===== src/rtl/mem_stage_if.sv =====
// Pipeline bundle between ALU, mem_stage, data memory and writeback.
// The slave modport is the mem_stage view; master is the surrounding pipeline/memory.
interface mem_stage_if #(
    parameter int XLEN = 32
);
    logic            valid_in;
    logic [11:0]     operation;
    logic [XLEN-1:0] alu_out;
    logic            zero;
    logic [XLEN-1:0] store_data;
    logic [4:0]      rd_in;
    logic            stall_out;
    logic            dmem_req;
    logic            dmem_we;
    logic [XLEN-1:0] dmem_addr;
    logic [XLEN-1:0] dmem_wdata;
    logic [3:0]      dmem_wstrb;
    logic            dmem_ready;
    logic [XLEN-1:0] dmem_rdata;
    logic            wb_valid;
    logic            wb_we;
    logic [4:0]      wb_rd;
    logic [XLEN-1:0] wb_data;
    logic            branch_taken;
    logic            misaligned;

    modport slave (
        input  valid_in, operation, alu_out, zero, store_data, rd_in,
        input  dmem_ready, dmem_rdata,
        output stall_out, dmem_req, dmem_we, dmem_addr, dmem_wdata, dmem_wstrb,
        output wb_valid, wb_we, wb_rd, wb_data, branch_taken, misaligned
    );

    modport master (
        output valid_in, operation, alu_out, zero, store_data, rd_in,
        output dmem_ready, dmem_rdata,
        input  stall_out, dmem_req, dmem_we, dmem_addr, dmem_wdata, dmem_wstrb,
        input  wb_valid, wb_we, wb_rd, wb_data, branch_taken, misaligned
    );
endinterface


===== src/rtl/mem_stage.sv =====
// Memory stage: loads/stores via a ready-handshaked port, registers the writeback record.
// Latency 1 for non-memory ops, 2+N for memory ops; stall_out (registered) blocks upstream while waiting.
module mem_stage #(
    parameter int XLEN = 32
) (
    input  logic      clk,
    input  logic      reset,
    mem_stage_if.slave bus
);
    localparam logic [6:0] OP_LOAD   = 7'b0000011;
    localparam logic [6:0] OP_STORE  = 7'b0100011;
    localparam logic [6:0] OP_BRANCH = 7'b1100011;
    localparam logic [6:0] OP_REG    = 7'b0110011;
    localparam logic [6:0] OP_IMM    = 7'b0010011;
    localparam logic [6:0] OP_JAL    = 7'b1101111;
    localparam logic [6:0] OP_JALR   = 7'b1100111;
    localparam logic [6:0] OP_AUIPC  = 7'b0010111;

    typedef enum logic {IDLE, WAIT} state_t;

    state_t          state_q, state_d;
    logic [XLEN-1:0] addr_q, addr_d;
    logic [1:0]      off_q, off_d;
    logic [2:0]      f3_q, f3_d;
    logic [4:0]      rd_q, rd_d;
    logic            we_q, we_d;
    logic [XLEN-1:0] wdata_q, wdata_d;
    logic [3:0]      wstrb_q, wstrb_d;
    logic            wb_valid_q, wb_valid_d;
    logic            wb_we_q, wb_we_d;
    logic [4:0]      wb_rd_q, wb_rd_d;
    logic [XLEN-1:0] wb_data_q, wb_data_d;
    logic            branch_q, branch_d;
    logic            mis_q, mis_d;

    logic [6:0]      opcode;
    logic [2:0]      f3;
    logic            is_load, is_store, is_byte, is_half, is_word, is_mis, writes_rd;
    logic [7:0]      ld_byte;
    logic [15:0]     ld_half;
    logic [XLEN-1:0] ld_ext;
    logic            unused_op_bits;

    assign opcode         = bus.operation[6:0];
    assign f3             = bus.operation[9:7];
    assign unused_op_bits = ^bus.operation[11:10];
    assign is_load        = (opcode == OP_LOAD);
    assign is_store       = (opcode == OP_STORE);
    // Undefined funct3 falls back to word size; 100/101 are only byte/half for loads.
    assign is_byte   = (f3 == 3'b000) || (is_load && f3 == 3'b100);
    assign is_half   = (f3 == 3'b001) || (is_load && f3 == 3'b101);
    assign is_word   = !is_byte && !is_half;
    assign is_mis    = (is_half && bus.alu_out[0]) || (is_word && (bus.alu_out[1:0] != 2'b00));
    assign writes_rd = (opcode == OP_REG) || (opcode == OP_IMM) || (opcode == OP_JAL)
                    || (opcode == OP_JALR) || (opcode == OP_AUIPC);

    assign ld_byte = bus.dmem_rdata[{off_q, 3'b000} +: 8];
    assign ld_half = bus.dmem_rdata[{off_q[1], 4'b0000} +: 16];

    always_comb begin
        ld_ext = bus.dmem_rdata;
        case (f3_q)
            3'b000:  ld_ext = {{(XLEN-8){ld_byte[7]}}, ld_byte};
            3'b001:  ld_ext = {{(XLEN-16){ld_half[15]}}, ld_half};
            3'b100:  ld_ext = {{(XLEN-8){1'b0}}, ld_byte};
            3'b101:  ld_ext = {{(XLEN-16){1'b0}}, ld_half};
            default: ld_ext = bus.dmem_rdata;
        endcase
    end

    always_comb begin
        state_d    = state_q;
        addr_d     = addr_q;
        off_d      = off_q;
        f3_d       = f3_q;
        rd_d       = rd_q;
        we_d       = we_q;
        wdata_d    = wdata_q;
        wstrb_d    = wstrb_q;
        wb_valid_d = 1'b0;
        wb_we_d    = 1'b0;
        wb_rd_d    = wb_rd_q;
        wb_data_d  = wb_data_q;
        branch_d   = 1'b0;
        mis_d      = 1'b0;
        case (state_q)
            IDLE: begin
                if (bus.valid_in) begin
                    if ((is_load || is_store) && !is_mis) begin
                        state_d = WAIT;
                        addr_d  = {bus.alu_out[XLEN-1:2], 2'b00};
                        off_d   = bus.alu_out[1:0];
                        f3_d    = f3;
                        rd_d    = bus.rd_in;
                        we_d    = is_store;
                        wdata_d = '0;
                        wstrb_d = 4'b0000;
                        if (is_store) begin
                            if (is_byte) begin
                                wdata_d = {(XLEN/8){bus.store_data[7:0]}};
                                wstrb_d = 4'b0001 << bus.alu_out[1:0];
                            end else if (is_half) begin
                                wdata_d = {(XLEN/16){bus.store_data[15:0]}};
                                wstrb_d = 4'b0011 << bus.alu_out[1:0];
                            end else begin
                                wdata_d = bus.store_data;
                                wstrb_d = 4'b1111;
                            end
                        end
                    end else begin
                        wb_valid_d = 1'b1;
                        wb_rd_d    = bus.rd_in;
                        wb_data_d  = bus.alu_out;
                        mis_d      = is_load || is_store;
                        wb_we_d    = writes_rd && (bus.rd_in != 5'd0);
                        branch_d   = (opcode == OP_BRANCH) && bus.zero;
                    end
                end
            end
            WAIT: begin
                if (bus.dmem_ready) begin
                    state_d    = IDLE;
                    wb_valid_d = 1'b1;
                    wb_rd_d    = rd_q;
                    if (!we_q) begin
                        wb_we_d   = (rd_q != 5'd0);
                        wb_data_d = ld_ext;
                    end
                end
            end
            default: state_d = IDLE;
        endcase
    end

    always_ff @(posedge clk) begin
        if (reset) begin
            state_q    <= IDLE;
            addr_q     <= '0;
            off_q      <= 2'b00;
            f3_q       <= 3'b000;
            rd_q       <= 5'd0;
            we_q       <= 1'b0;
            wdata_q    <= '0;
            wstrb_q    <= 4'b0000;
            wb_valid_q <= 1'b0;
            wb_we_q    <= 1'b0;
            wb_rd_q    <= 5'd0;
            wb_data_q  <= '0;
            branch_q   <= 1'b0;
            mis_q      <= 1'b0;
        end else begin
            state_q    <= state_d;
            addr_q     <= addr_d;
            off_q      <= off_d;
            f3_q       <= f3_d;
            rd_q       <= rd_d;
            we_q       <= we_d;
            wdata_q    <= wdata_d;
            wstrb_q    <= wstrb_d;
            wb_valid_q <= wb_valid_d;
            wb_we_q    <= wb_we_d;
            wb_rd_q    <= wb_rd_d;
            wb_data_q  <= wb_data_d;
            branch_q   <= branch_d;
            mis_q      <= mis_d;
        end
    end

    // Request-side outputs read as zero whenever no access is outstanding.
    assign bus.stall_out    = (state_q == WAIT);
    assign bus.dmem_req     = (state_q == WAIT);
    assign bus.dmem_we      = (state_q == WAIT) && we_q;
    assign bus.dmem_addr    = (state_q == WAIT) ? addr_q  : '0;
    assign bus.dmem_wdata   = (state_q == WAIT) ? wdata_q : '0;
    assign bus.dmem_wstrb   = (state_q == WAIT) ? wstrb_q : 4'b0000;
    assign bus.wb_valid     = wb_valid_q;
    assign bus.wb_we        = wb_we_q;
    assign bus.wb_rd        = wb_rd_q;
    assign bus.wb_data      = wb_data_q;
    assign bus.branch_taken = branch_q;
    assign bus.misaligned   = mis_q;
endmodule


===== src/flat_wrapper.sv =====
// flat-port wrapper written by rule: the top's interface ports become plain ports
module mem_stage_flat 
#(
    parameter int XLEN = 32
)
  (clk, reset, bus_valid_in, bus_operation, bus_alu_out, bus_zero, bus_store_data, bus_rd_in, bus_dmem_ready, bus_dmem_rdata, bus_stall_out, bus_dmem_req, bus_dmem_we, bus_dmem_addr, bus_dmem_wdata, bus_dmem_wstrb, bus_wb_valid, bus_wb_we, bus_wb_rd, bus_wb_data, bus_branch_taken, bus_misaligned);
  mem_stage_if #(.XLEN(XLEN)) bus_i ();
  input  logic clk;
  input  logic reset;
  input wire logic [$bits(bus_i.valid_in)-1:0] bus_valid_in;
  input wire logic [$bits(bus_i.operation)-1:0] bus_operation;
  input wire logic [$bits(bus_i.alu_out)-1:0] bus_alu_out;
  input wire logic [$bits(bus_i.zero)-1:0] bus_zero;
  input wire logic [$bits(bus_i.store_data)-1:0] bus_store_data;
  input wire logic [$bits(bus_i.rd_in)-1:0] bus_rd_in;
  input wire logic [$bits(bus_i.dmem_ready)-1:0] bus_dmem_ready;
  input wire logic [$bits(bus_i.dmem_rdata)-1:0] bus_dmem_rdata;
  output wire logic [$bits(bus_i.stall_out)-1:0] bus_stall_out;
  output wire logic [$bits(bus_i.dmem_req)-1:0] bus_dmem_req;
  output wire logic [$bits(bus_i.dmem_we)-1:0] bus_dmem_we;
  output wire logic [$bits(bus_i.dmem_addr)-1:0] bus_dmem_addr;
  output wire logic [$bits(bus_i.dmem_wdata)-1:0] bus_dmem_wdata;
  output wire logic [$bits(bus_i.dmem_wstrb)-1:0] bus_dmem_wstrb;
  output wire logic [$bits(bus_i.wb_valid)-1:0] bus_wb_valid;
  output wire logic [$bits(bus_i.wb_we)-1:0] bus_wb_we;
  output wire logic [$bits(bus_i.wb_rd)-1:0] bus_wb_rd;
  output wire logic [$bits(bus_i.wb_data)-1:0] bus_wb_data;
  output wire logic [$bits(bus_i.branch_taken)-1:0] bus_branch_taken;
  output wire logic [$bits(bus_i.misaligned)-1:0] bus_misaligned;
  assign bus_i.valid_in = bus_valid_in;
  assign bus_i.operation = bus_operation;
  assign bus_i.alu_out = bus_alu_out;
  assign bus_i.zero = bus_zero;
  assign bus_i.store_data = bus_store_data;
  assign bus_i.rd_in = bus_rd_in;
  assign bus_i.dmem_ready = bus_dmem_ready;
  assign bus_i.dmem_rdata = bus_dmem_rdata;
  assign bus_stall_out = bus_i.stall_out;
  assign bus_dmem_req = bus_i.dmem_req;
  assign bus_dmem_we = bus_i.dmem_we;
  assign bus_dmem_addr = bus_i.dmem_addr;
  assign bus_dmem_wdata = bus_i.dmem_wdata;
  assign bus_dmem_wstrb = bus_i.dmem_wstrb;
  assign bus_wb_valid = bus_i.wb_valid;
  assign bus_wb_we = bus_i.wb_we;
  assign bus_wb_rd = bus_i.wb_rd;
  assign bus_wb_data = bus_i.wb_data;
  assign bus_branch_taken = bus_i.branch_taken;
  assign bus_misaligned = bus_i.misaligned;
  mem_stage #(.XLEN(XLEN)) u_core (.clk(clk), .reset(reset), .bus(bus_i));
endmodule

===== config.mk =====
export PLATFORM = sky130hd
export DESIGN_NAME = mem_stage_flat
export DESIGN_NICKNAME = d
export VERILOG_FILES = /design/src/rtl/mem_stage_if.sv /design/src/rtl/mem_stage.sv /design/src/flat_wrapper.sv
export SDC_FILE = /design/constraint.sdc
export NUM_CORES = 1
export LEC_CHECK = 0
export ABC_AREA = 0
export CAP_MARGIN = 10
export CORE_MARGIN = 2
export CORE_UTILIZATION = 40
export DETAILED_ROUTE_END_ITERATION = 16
export PLACE_DENSITY = 0.81
export SLEW_MARGIN = 20
export SYNTH_ARGS = -nofsm -noshare
export SYNTH_HDL_FRONTEND = slang
export SYNTH_SLANG_ARGS = --single-unit

===== constraint.sdc =====
create_clock -name clk -period 2.65 [get_ports clk]
set_clock_uncertainty 0.05 [all_clocks]
set_input_delay 0.6625 -clock clk [delete_from_list [all_inputs] [get_ports clk]]
set_output_delay 0.6625 -clock clk [all_outputs]
set_load 0.1 [all_outputs]

Yosys cells after proc, flatten, opt, wreduce, memory -nomap -nowiden
Cells that the tools add are included.
Storage, ports and cells
  flip-flop bits (word level): 119
  word-level logic and storage cells: 99
Operators by class
  reduce and logical (&&, ||, !) cells: 29
  bitwise logic cells: 2
  shift operators: 4
  muxes and demuxes: 32
  equality and inequality tests: 18
Operators by type and width (number)
  2-to-1 mux 32 bit: 9
  case mux 32 bit (4 select lines): 1
  case mux 32 bit (2 select lines): 1
  indexed part select 32 x 6 -> 16 bit: 1
  indexed part select 32 x 6 -> 8 bit: 1
  == test 7 bit, second input constant: 3
  2-to-1 mux 4 bit: 4
  2-to-1 mux 5 bit: 3
  == test 7 x 5 -> 1 bit, second input constant: 2
  == test 7 x 6 -> 1 bit, second input constant: 2
  == test 3 bit, second input constant: 4
  2-to-1 mux 1 bit: 10
  case mux 5 bit (2 select lines): 1
  nonzero test 5 bit: 2
  logical AND 1 bit: 9
  logical OR 1 bit: 8
  != test 2 bit, second input constant: 4
  == test 7 x 2 -> 1 bit, second input constant: 1
  == test 3 x 1 -> 1 bit, second input constant: 2
  zero test 3 bit: 2
  case mux 1 bit (2 select lines): 3
  AND reduction 3 bit: 2
  AND reduction 4 bit: 1
  OR reduction 4 bit: 1
  5 further kinds: 8

Depth between registers and ports, before layout
  depth in word-level cells: 12
  mapped depth: 7
  mapped depth without buffers: 6

Worst setup path after synthesis
OpenSTA, ideal clock, no wires.
  kind: flip-flop to output port
  start point: register u_core.state_q (netlist: u_core.bus.dmem_req)
  end point: output port bus_dmem_addr[10]
  path slack: -868 ps
  buffers on the path: 4
  cell stages (with the launch flop): 6
  required time: 1938 ps
  arrival: 2805 ps
  cells stage by stage: dfxtp_1 -> buf_2 -> clkbuf_1 -> clkbuf_1 -> clkbuf_1 -> and2_1
Between the ends
  cells in the longest elaborated chain, start to end: 1
Ends and longest elaborated chain
  start, declared: line mem_stage.sv:21  | state_t state_q, state_d;
  start signal, assigned: line mem_stage.sv:152  | state_q <= state_d;
  2-to-1 mux 32 bit: line mem_stage.sv:173  | assign bus.dmem_addr = (state_q == WAIT) ? addr_q : '0;
  end, declared: line flat_wrapper.sv:21  | output wire logic [$bits(bus_i.dmem_addr)-1:0] bus_dmem_addr;
No other way between the ends.

Worst setup path after layout
  start point: register u_core.f3_q[1]
  end point: register u_core.wb_data_q[31] (netlist: u_core.bus.wb_data[31])
Between the ends
  cells in the longest elaborated chain, start to end: 5
  elaborated cells between the ends (all ways): 8
  classes of those cells: 3 x eq/ne; 4 x mux; 1 x reduce/logical
Ends and longest elaborated chain
  start, declared: line mem_stage.sv:24  | logic [2:0] f3_q, f3_d;
  start signal, assigned: line mem_stage.sv:140  | f3_q <= 3'b000;
  start signal, assigned: line mem_stage.sv:155  | f3_q <= f3_d;
  == test 3 bit (tied with other cells): line mem_stage.sv:62  | case (f3_q)
  case mux 32 bit (4 select lines) *: line mem_stage.sv:62
  2-to-1 mux 32 bit *: line mem_stage.sv:125  | if (!we_q) begin
  2-to-1 mux 32 bit *: line mem_stage.sv:121  | if (bus.dmem_ready) begin
  case mux 32 bit (2 select lines) *: line mem_stage.sv:86  | case (state_q)
  end signal, assigned: line mem_stage.sv:163  | wb_data_q <= wb_data_d;
  end, declared: line mem_stage.sv:32  | logic [XLEN-1:0] wb_data_q, wb_data_d;
Every way passes the cells marked *; elsewhere a longest branch is shown, timed or not. The select of a mux whose other input is x is not followed.
A chain may end at the register's enable or synchronous reset.

==> impl_metrics.json <==
{
  "status": "finished, final reports clean",
  "core_area_sq_um": 16410,
  "tns_ps": 0,
  "cap_violations": 0,
  "placed_area_sq_um": 10030,
  "postCtsSetupBuffers": 0,
  "rsz0062_at_grt": "no",
  "drive_gt1_share_pct": 27.62,
  "p_sw_share_pct": 31.02,
  "mostFrequentLayoutCells": "dfxtp_1, clkdlybuf4s50_1, buf_4",
  "tightest_slew_ps": 1083,
  "antenna_left": 0,
  "cts_buffer_depth": 2,
  "switchingPower_mw": 1.619,
  "p_seq_share_pct": 35.6,
  "syn_inst": 801,
  "post-route-util_pct": 64.64,
  "cts_htree_levels": 4,
  "final_nets": 1130,
  "yosys-top-cells-area": "dfxtp_1, and2_1, a21oi_1",
  "wl_per_cell_um": 19.97,
  "ctsResizeCount": 0,
  "vias_per_cell": 5.894,
  "drtIter0Drc": 729,
  "drc_errors": 0,
  "synth-seq-cells": 119,
  "p_int_mw": 3.601,
  "timing.hold.ws_ps": 410.8,
  "antenna_cells": 0,
  "grt_pass1_wl_mm": 38.30,
  "final_hold_viol_count": 0,
  "crit_arrival_ps": 2750,
  "fmax_mhz": 404.0,
  "grtUsageTotal_pct": 27.53,
  "drt_wl_total_mm": 24.78,
  "synth_top_cell_by_area": "dfxtp_1",
  "synth_top_family_by_area": "compound AO/OA/AOI/OAI gates",
  "synthSimpleGateAreaFrac_pct": 20.65,
  "cp_max_fo": 16,
  "synthXorXnorAreaFrac_pct": 0,
  "vias": 7315,
  "clock-sinks": 119,
  "io_buffers": 225,
  "fp.dieW_um": 132.8,
  "first_pass_iters": 7,
  "tritoncts.num_buffers": 17,
  "ys.warnings.count": 0,
  "synth_fa_ha_area_share_pct": 0.7543,
  "path_clk_slew_ps": 60,
  "cts-root-buf": "clkbuf_16",
  "drv_slew": 0,
  "die_h_um": 132.8,
  "clock_latency_ps": 420,
  "ys_types": 56,
  "grt_pass1_vias": 7019,
  "post-route-period-util_pct": 93.42,
  "synth_ff_type": "dfxtp_1",
  "yosys-mux-area-fraction_pct": 7.392,
  "cp-start-kind": "flip-flop",
  "io_pins": 230,
  "overflow": 0,
  "synth_top_cell_area_share_pct": 35.90,
  "leakage_nw": 4.007,
  "avgSynthCellArea_sq_um": 8.284,
  "synth_area_sq_um": 6635,
  "gp_congestion": 0.9186,
  "ctsHoldBuffers": 0,
  "hp-class": "reg2reg",
  "relSlewSlack_pct": 27.51,
  "antenna_found_initial": 0,
  "finalCriticalPeriod_ps": 2476,
  "start_util_pct": 40.44,
  "p_comb_share_pct": 20.3,
  "synth_edf_count": 0,
  "placementRows": 47,
  "dp_hpwl_mm": 18.00,
  "critPathKind": "reg2reg",
  "async_flop_share_pct": 0,
  "clkPwrFrac_pct": 44.1,
  "ir_drop_mv": 0.4700,
  "power.density_nw_per_um2": 492.3,
  "required_ps": 2920,
  "finalSetupViolCount": 0,
  "synth-seq-area-share_pct": 35.90,
  "end_kind": "flip-flop",
  "area.growth.synth_to_final_pct": 59.83,
  "grt_max_degree": 44,
  "die-area_sq_um": 17630,
  "cts_tree": "built",
  "fin_area_sq_um": 10610,
  "synth-compound-area-share_pct": 27.95,
  "final_common_cell": "dfxtp_1"
}
-- synth_stat cells (all sizes together), types with 2 or more instances --
cell / n
a21o: 10
a311oi: 14
a32oi: 7
mux2i: 35
o211ai: 7
o2bb2ai: 16
nor2b: 12
o21ai: 73
mux2: 9
nor2: 33
nand2b: 5
nor4: 2
or4: 11
a211o: 2
nand4: 43
ha: 4
clkbuf: 67
a311o: 8
dfxtp: 119
and2: 76
a222oi: 16
or3: 9
a31oi: 15
a221oi: 30
buf: 23
a21oi: 74
nor3: 2
nand3: 4
inv: 27
nand2: 31
nor3b: 2
-- through the flow --
step,cells,setup WS (ps),power (mW)
after floorplan,802,71.53,2.516
after global placement,1209,32.84,2.935
after detailed placement,1209,18.39,2.944
after CTS,1241,189.1,5.239
after global routing,1241,49.37,5.365
final,1241,174.5,5.221
-- state kept, by name, summed over array words and instances, names as in the netlist, 2 cells and up --
register and count:
u_core.bus.wb_data 32, u_core.wdata_q 32, u_core.addr_q 30, u_core.bus.wb_rd 5, u_core.rd_q 5, u_core.wstrb_q 4
u_core.f3_q 3, u_core.off_q 2
-- cell type report --
| type | instances | area [sq um] |
|---|---|---|
| clock buffers | 18 | 429.2 |
| clock inverters | 14 | 150.1 |
| fillers | 1313 | 5802 |
| inverters | 28 | 105.1 |
| multi-input cells | 565 | 3919 |
| flip-flops and latches | 119 | 2386 |
| well taps | 220 | 275.3 |
| repair buffers | 277 | 3341 |
-- worst paths after layout --
| check | cells past startpoint | slack (ps) | endpoint | startpoint |
|---|---|---|---|---|
| worst min-delay path | 1 | 410 | u_core.wdata_q[12] | u_core.wdata_q[12] |
| worst max-delay path | 5 | 170 | u_core.bus.wb_data[31] | u_core.f3_q[1] |
| worst max register to register | 5 | 170 | u_core.bus.wb_data[31] | u_core.f3_q[1] |
| worst min register to register | 1 | 410 | u_core.wdata_q[12] | u_core.wdata_q[12] |
-- routing by layer --
| layer | GRT usage [%] | wire (um) | vias up |
|---|---|---|---|
| li1 | - | - | 3414 |
| met5 | 0 | 0 | - |
| met4 | 13.56 | 1100 | 0 |
| met2 | 46.66 | 11890 | 401 |
| met3 | 7.816 | 2365 | 64 |
| met1 | 31.87 | 9430 | 3436 |
-- power by group through the flow --
stage               clock [mW]  sequential (mW)  combinational, mW
floorplan                    0             2.20              0.315
CTS                       2.33             1.86               1.05
global placement             0             1.90               1.04
finish                    2.30             1.86               1.06
global route              2.40             1.86               1.10
detailed placement           0             1.90               1.05
-- worst max-delay path: stages, from the launching register on --
cell	delay [ps]
dfxtp_1	480
nand2b_1	260
nor2_1	830
a222oi_1	250
buf_4	200
a221oi_1	290
-- kinds of logic (layout without fill, tap and decap cells) --
logic type | count (synthesis) | count (layout)
mux | 45 | 45
simple gates | 238 | 238
compound gates | 276 | 276
flops | 119 | 119
buf+inv | 118 | 337
other cells | 1 | 2
fa+ha+maj | 4 | 4
Power figures use the tool's default switching activity.
